[src/rtl/wb_master_ctrl.sv]
// Single-outstanding Wishbone B4 pipelined initiator with a bus timeout.
// One command at a time in; one response pulse out per finished (or aborted) bus cycle.
module wb_master_ctrl #(
  parameter int TIMEOUT_CYC = 64
) (
  input  logic        i_clk,
  input  logic        i_rst_n,
  input  logic        i_cmd_valid,
  output logic        o_cmd_ready,
  input  logic        i_cmd_we,
  input  logic [29:0] i_cmd_addr,
  input  logic [31:0] i_cmd_data,
  input  logic [3:0]  i_cmd_sel,
  output logic        o_rsp_valid,
  output logic [31:0] o_rsp_data,
  output logic        o_rsp_err,
  output logic        o_timeout,
  output logic        o_wb_cyc,
  output logic        o_wb_stb,
  output logic        o_wb_we,
  output logic [29:0] o_wb_addr,
  output logic [31:0] o_wb_data,
  output logic [3:0]  o_wb_sel,
  input  logic        i_wb_stall,
  input  logic        i_wb_ack,
  input  logic        i_wb_err,
  input  logic [31:0] i_wb_data
);

  typedef enum logic [1:0] {
    S_IDLE = 2'd0,
    S_REQ  = 2'd1,
    S_WAIT = 2'd2
  } state_t;

  localparam logic [15:0] TMO_LAST = 16'(TIMEOUT_CYC - 1);

  state_t      state_q, state_d;
  logic [15:0] timer_q, timer_d;
  logic        cyc_q, cyc_d;
  logic        stb_q, stb_d;
  logic        we_q, we_d;
  logic [29:0] addr_q, addr_d;
  logic [31:0] wdata_q, wdata_d;
  logic [3:0]  sel_q, sel_d;
  logic        rsp_valid_q, rsp_valid_d;
  logic [31:0] rsp_data_q, rsp_data_d;
  logic        rsp_err_q, rsp_err_d;
  logic        timeout_q, timeout_d;
  logic        cmd_ready_q, cmd_ready_d;

  always_comb begin
    state_d     = state_q;
    timer_d     = timer_q;
    cyc_d       = cyc_q;
    stb_d       = stb_q;
    we_d        = we_q;
    addr_d      = addr_q;
    wdata_d     = wdata_q;
    sel_d       = sel_q;
    rsp_valid_d = 1'b0;
    rsp_data_d  = rsp_data_q;
    rsp_err_d   = rsp_err_q;
    timeout_d   = timeout_q;

    case (state_q)
      S_IDLE: begin
        if (i_cmd_valid && cmd_ready_q) begin
          we_d    = i_cmd_we;
          addr_d  = i_cmd_addr;
          wdata_d = i_cmd_data;
          sel_d   = i_cmd_sel;
          cyc_d   = 1'b1;
          stb_d   = 1'b1;
          timer_d = 16'd0;
          state_d = S_REQ;
        end
      end
      S_REQ, S_WAIT: begin
        timer_d = timer_q + 16'd1;
        // A slave completion on the expiry cycle still counts as a normal completion.
        if (i_wb_ack || i_wb_err) begin
          cyc_d       = 1'b0;
          stb_d       = 1'b0;
          rsp_valid_d = 1'b1;
          rsp_err_d   = i_wb_err;
          rsp_data_d  = (i_wb_err || we_q) ? 32'd0 : i_wb_data;
          state_d     = S_IDLE;
        end else if (timer_q == TMO_LAST) begin
          cyc_d       = 1'b0;
          stb_d       = 1'b0;
          rsp_valid_d = 1'b1;
          rsp_err_d   = 1'b1;
          rsp_data_d  = 32'd0;
          timeout_d   = 1'b1;
          state_d     = S_IDLE;
        end else if ((state_q == S_REQ) && !i_wb_stall) begin
          stb_d   = 1'b0;
          state_d = S_WAIT;
        end
      end
      default: begin
        cyc_d   = 1'b0;
        stb_d   = 1'b0;
        state_d = S_IDLE;
      end
    endcase

    // Ready is registered so it reads 0 throughout reset and 1 in the response cycle.
    cmd_ready_d = (state_d == S_IDLE);
  end

  always_ff @(posedge i_clk or negedge i_rst_n) begin
    if (!i_rst_n) begin
      state_q     <= S_IDLE;
      timer_q     <= 16'd0;
      cyc_q       <= 1'b0;
      stb_q       <= 1'b0;
      we_q        <= 1'b0;
      addr_q      <= 30'd0;
      wdata_q     <= 32'd0;
      sel_q       <= 4'd0;
      rsp_valid_q <= 1'b0;
      rsp_data_q  <= 32'd0;
      rsp_err_q   <= 1'b0;
      timeout_q   <= 1'b0;
      cmd_ready_q <= 1'b0;
    end else begin
      state_q     <= state_d;
      timer_q     <= timer_d;
      cyc_q       <= cyc_d;
      stb_q       <= stb_d;
      we_q        <= we_d;
      addr_q      <= addr_d;
      wdata_q     <= wdata_d;
      sel_q       <= sel_d;
      rsp_valid_q <= rsp_valid_d;
      rsp_data_q  <= rsp_data_d;
      rsp_err_q   <= rsp_err_d;
      timeout_q   <= timeout_d;
      cmd_ready_q <= cmd_ready_d;
    end
  end

  assign o_cmd_ready = cmd_ready_q;
  assign o_rsp_valid = rsp_valid_q;
  assign o_rsp_data  = rsp_data_q;
  assign o_rsp_err   = rsp_err_q;
  assign o_timeout   = timeout_q;
  assign o_wb_cyc    = cyc_q;
  assign o_wb_stb    = stb_q;
  assign o_wb_we     = we_q;
  assign o_wb_addr   = addr_q;
  assign o_wb_data   = wdata_q;
  assign o_wb_sel    = sel_q;

endmodule
[config.mk]
export PLATFORM = sky130hd
export DESIGN_NAME = wb_master_ctrl
export DESIGN_NICKNAME = d
export VERILOG_FILES = /design/src/rtl/wb_master_ctrl.sv
export SDC_FILE = /design/constraint.sdc
export NUM_CORES = 1
export LEC_CHECK = 0
export ABC_CLOCK_PERIOD_IN_PS = 2500
export BUFFER_PORTS_ARGS = -buffer_cell sky130_fd_sc_hd__buf_2
export CORE_MARGIN = 5
export CORE_UTILIZATION = 47
export DETAILED_ROUTE_END_ITERATION = 10
export PLACE_DENSITY = 0.89
export SLEW_MARGIN = 30
export SYNTH_ARGS = -nofsm -noshare
export SYNTH_HDL_FRONTEND = slang
export SYNTH_SLANG_ARGS = --single-unit
[constraint.sdc]
create_clock -name i_clk -period 2.5 [get_ports i_clk]
set_input_delay 0.375 -clock i_clk [delete_from_list [all_inputs] [get_ports i_clk]]
set_output_delay 0.375 -clock i_clk [all_outputs]
set_load 0.01 [all_outputs]
==> impl_results.md <==
* Status: complete, no violations
* GR Overflow Total at 0
* VDD IR max at 0.0006399 V
* FFs w/ async S/R, synth at 100.0%
* CP endpoint: timer_q[15]
* Wire per inst at 16.55 um
* Critical Path RT at 2.93 ns
* All-Layer GR Usage at 19.86%
* Hold Slack at 0.07996 ns
* Post-cts sizing count at 0
* Max Clock Skew at 0.01094 ns
* Post-Synth XOR/XNOR Area at 0.1792%
* Dpl cell area at 0.006098 mm^2
* CTS H-tree depth at 4
* Count leader, synth: dfrtp_1
* Vias in the first global route at 4146
* Clk root buf: clkbuf_8
* Residual DRC at 0
* Post-synth top area cell: dfrtp_1
* Synth Register Bits at 123
* Critical R2R Capture: timer_q[15]
* Pin count of the biggest net entering global routing at 64
* # Post-CTS Setup Buffers at 0
* Reg2reg path depth at 6
* Slowest CP cell: or4_1
* Post-synthesis mux area share at 15.43%
* Syn_area_per_cell at 13.81 um^2
* DP HPWL at 8870 um
* CP arrival at 2.71 ns
* N_diodes at 0
* RSZ-0062 raised after global routing: no
* RR Startpoint: state_q[0]
* Die Y at 112.0 um
* First-pass iteration count of the detailed router at 4
* Clock Latency Late Sink at 0.51 ns
* Synth unique cells at 38
* Synth Area in Simple Gates at 7.013%
* Die ar. at 0.01254 mm^2
* Min-delay src: i_wb_data[28]
* Buffers on Ports at 209
* Largest family of logic cells by synthesized area: multiplexers
* Area growth from synthesis to layout at 36.24%
* Critical path's largest stage delay at 0.64 ns
* Rel. slew slack at 56.86%
* Chip Width at 112.0 um
* Cell total after placement at 686
* Compound-Gate Fraction of Synth Area at 10.88%
* Highest Clock Rate at 438.7 MHz
* Post-synth EDFFs at 0
* Post-synthesis cell area at 0.004888 mm^2
* Design Area, Final at 0.006660 mm^2
* Wirelength, routed at 11900 um
* Most used cell, CP: or4_1
* Share of post-route cells with drive strength above 1 at 53.86%
* Final Non-Filler Cells at 719
* Syn nets at 463
* Type of origin of the critical path: flip-flop
* Drt first-iter violations at 140
* Critical Path Start: state_q[0]
* Final GP Congestion at 0.8424
* Slew Viols, Final at 0
* Final setup vio count at 0
* Worst Path Max Fanout at 9
* Adder-cell share of the synthesized area at 1.024%
* Final #Nets at 679
* Most instantiated cells after synthesis: dfrtp_1 (123), mux2_2 (67), a22o_1 (35), a21oi_1 (12), nand2_1 (12)
* Core Region at 0.01023 mm^2
* Top-area cell type share of the netlist area at 62.96%
* Minimum clock period at 2.280 ns
* Max Cap Viol at 0
* LEAKAGE at 0.003348 uW
* Sequential fraction of the synthesis area at 62.96%
* Io pins at 210
* Yosys warnings at 0
* Via count at 3680
* CP cell instances: inv_1 -> ha_1 -> a21boi_1 -> or4_1 -> or4_1 -> a21oi_1
* Pwr dens at 1255 mW/mm^2
* Via density at 5.118
* Mapped Cells at 354
* Hold Path Class: primary input to flip-flop
* Worst Tran Pin Value at 0.6471 ns
* Initial Util at 47.78%
* Most area-consuming cells after synthesis: dfrtp_1 (63%), mux2_2 (15%), a22o_1 (6.3%), a21oi_1 (1.2%), ha_1 (1.0%)
* Worst Setup Slack, final at 0.2204 ns
* Crit path kind: flip-flop to flip-flop
* Flop2flop setup slack at 0.22 ns
* CP Capture Type: flip-flop
* Clock transition at path regs at 0.06 ns
* Hold-fix buffers, CTS at 1
* Post-synth top flop: dfrtp_1
* CTS Buf Count at 17
* Endpoints failing hold at 0
* Initial antenna violation count at 0
* Detail Route Antenna Nets at 0
* Clock Tree Buf Depth at 2
* Num rows at 37
* Total clock sinks at 123
* CTS tree: built
* Sum of negative setup slack at 0 ns
* Ratio of final minimum period to clock period at 91.18%
* Pre-CTS WS at 0.2120 ns
* First-pass GRT wire length at 20070 um
[cells in the final DEF, fill, tap and decap left out, types with 2 or more instances in the layout]
cell,Yosys,layout
nand3_1,6,5
a31oi_1,3,3
clkinv_4,0,2
nor4_1,4,4
o211ai_1,2,2
buf_4,0,5
or4_1,3,3
nand2_1,12,12
clkinvlp_4,0,3
o21ai_0,9,9
o22ai_1,2,2
bufinv_16,0,2
clkbuf_1,7,5
buf_2,2,208
ha_1,4,4
and3_1,3,3
clkbuf_16,0,16
nand4_1,4,4
nand4b_1,2,2
a21bo_2,2,2
mux2_2,67,67
nor2_1,7,7
or3_1,7,7
a21o_1,2,2
a22o_1,35,35
inv_1,7,7
dfrtp_1,123,123
nand2b_1,5,5
nor3_1,3,2
buf_12,0,2
a21oi_1,12,12
clkinv_2,0,2
[critical path: cells and delay by family, from the launching register on]
family / cells / cell delay, ns
simple gates: 2 / 1.08
flops: 1 / 0.41
compound gates: 2 / 0.36
fa+ha+maj: 1 / 0.29
buf+inv: 1 / 0.07
[flip-flops by register name (all words and copies together) (netlist names)]
name and cells:
o_cmd_ready 1, o_rsp_data 32, o_rsp_err 1, o_rsp_valid 1, o_timeout 1, o_wb_addr 30
o_wb_cyc 1, o_wb_data 32, o_wb_sel 4, o_wb_stb 1, o_wb_we 1, state_q 2
timer_q 16
[area by class of cell]
type                       instances  area, um^2
fill                             771        3571
sequential                       123        3078
multi-input combinational        205        1705
timing repair buffer             216        1129
clock buffer                      22       432.9
tap                              136       170.2
clock inverter                    10       118.9
inverter                           7       26.28
[metrics by stage]
| step | power (uW) | util (%) |
|---|---|---|
| 3_5_place_dp | 6159 | 59.61 |
| 2_1_floorplan | 4907 | - |
| 5_1_grt | 8889 | 65.10 |
| 3_3_place_gp | 5999 | 59.61 |
| 6_report | 8361 | 65.10 |
| 4_1_cts | 8467 | 65.10 |
[worst min path at each step]
stage	cells past startpoint	endpoint
3_5_place_dp	1	o_wb_data[15]
5_1_grt	2	o_rsp_data[24]
4_1_cts	2	o_rsp_data[16]
3_3_place_gp	1	o_wb_data[15]
6_report	2	o_rsp_data[28]
2_1_floorplan	0	o_cmd_ready
[where the power goes]
part	internal, uW	switching [uW]	leakage [uW]	total [uW]
registers	2800	437	0.00155	3240
clock network	1420	846	0.000260	2260
logic	1410	1450	0.00154	2860
total	5630	2730	0.00335	8360
[logic make-up (layout without fill, tap and decap cells)]
kind of cell	Yosys count	after routing
fa+ha+maj	4	4
xor+xnor	1	1
simple gates	61	61
mux	67	67
buf+inv	26	255
compound gates	72	72
flops	123	123
[per-layer routing]
layer / share of wire (%) / global-route usage [%]
met5: 0 / 0
met4: 2.2 / 7.612
met3: 7.6 / 7.011
met2: 50 / 33.09
met1: 40 / 23.74
(Power assumes the default switching activity.)
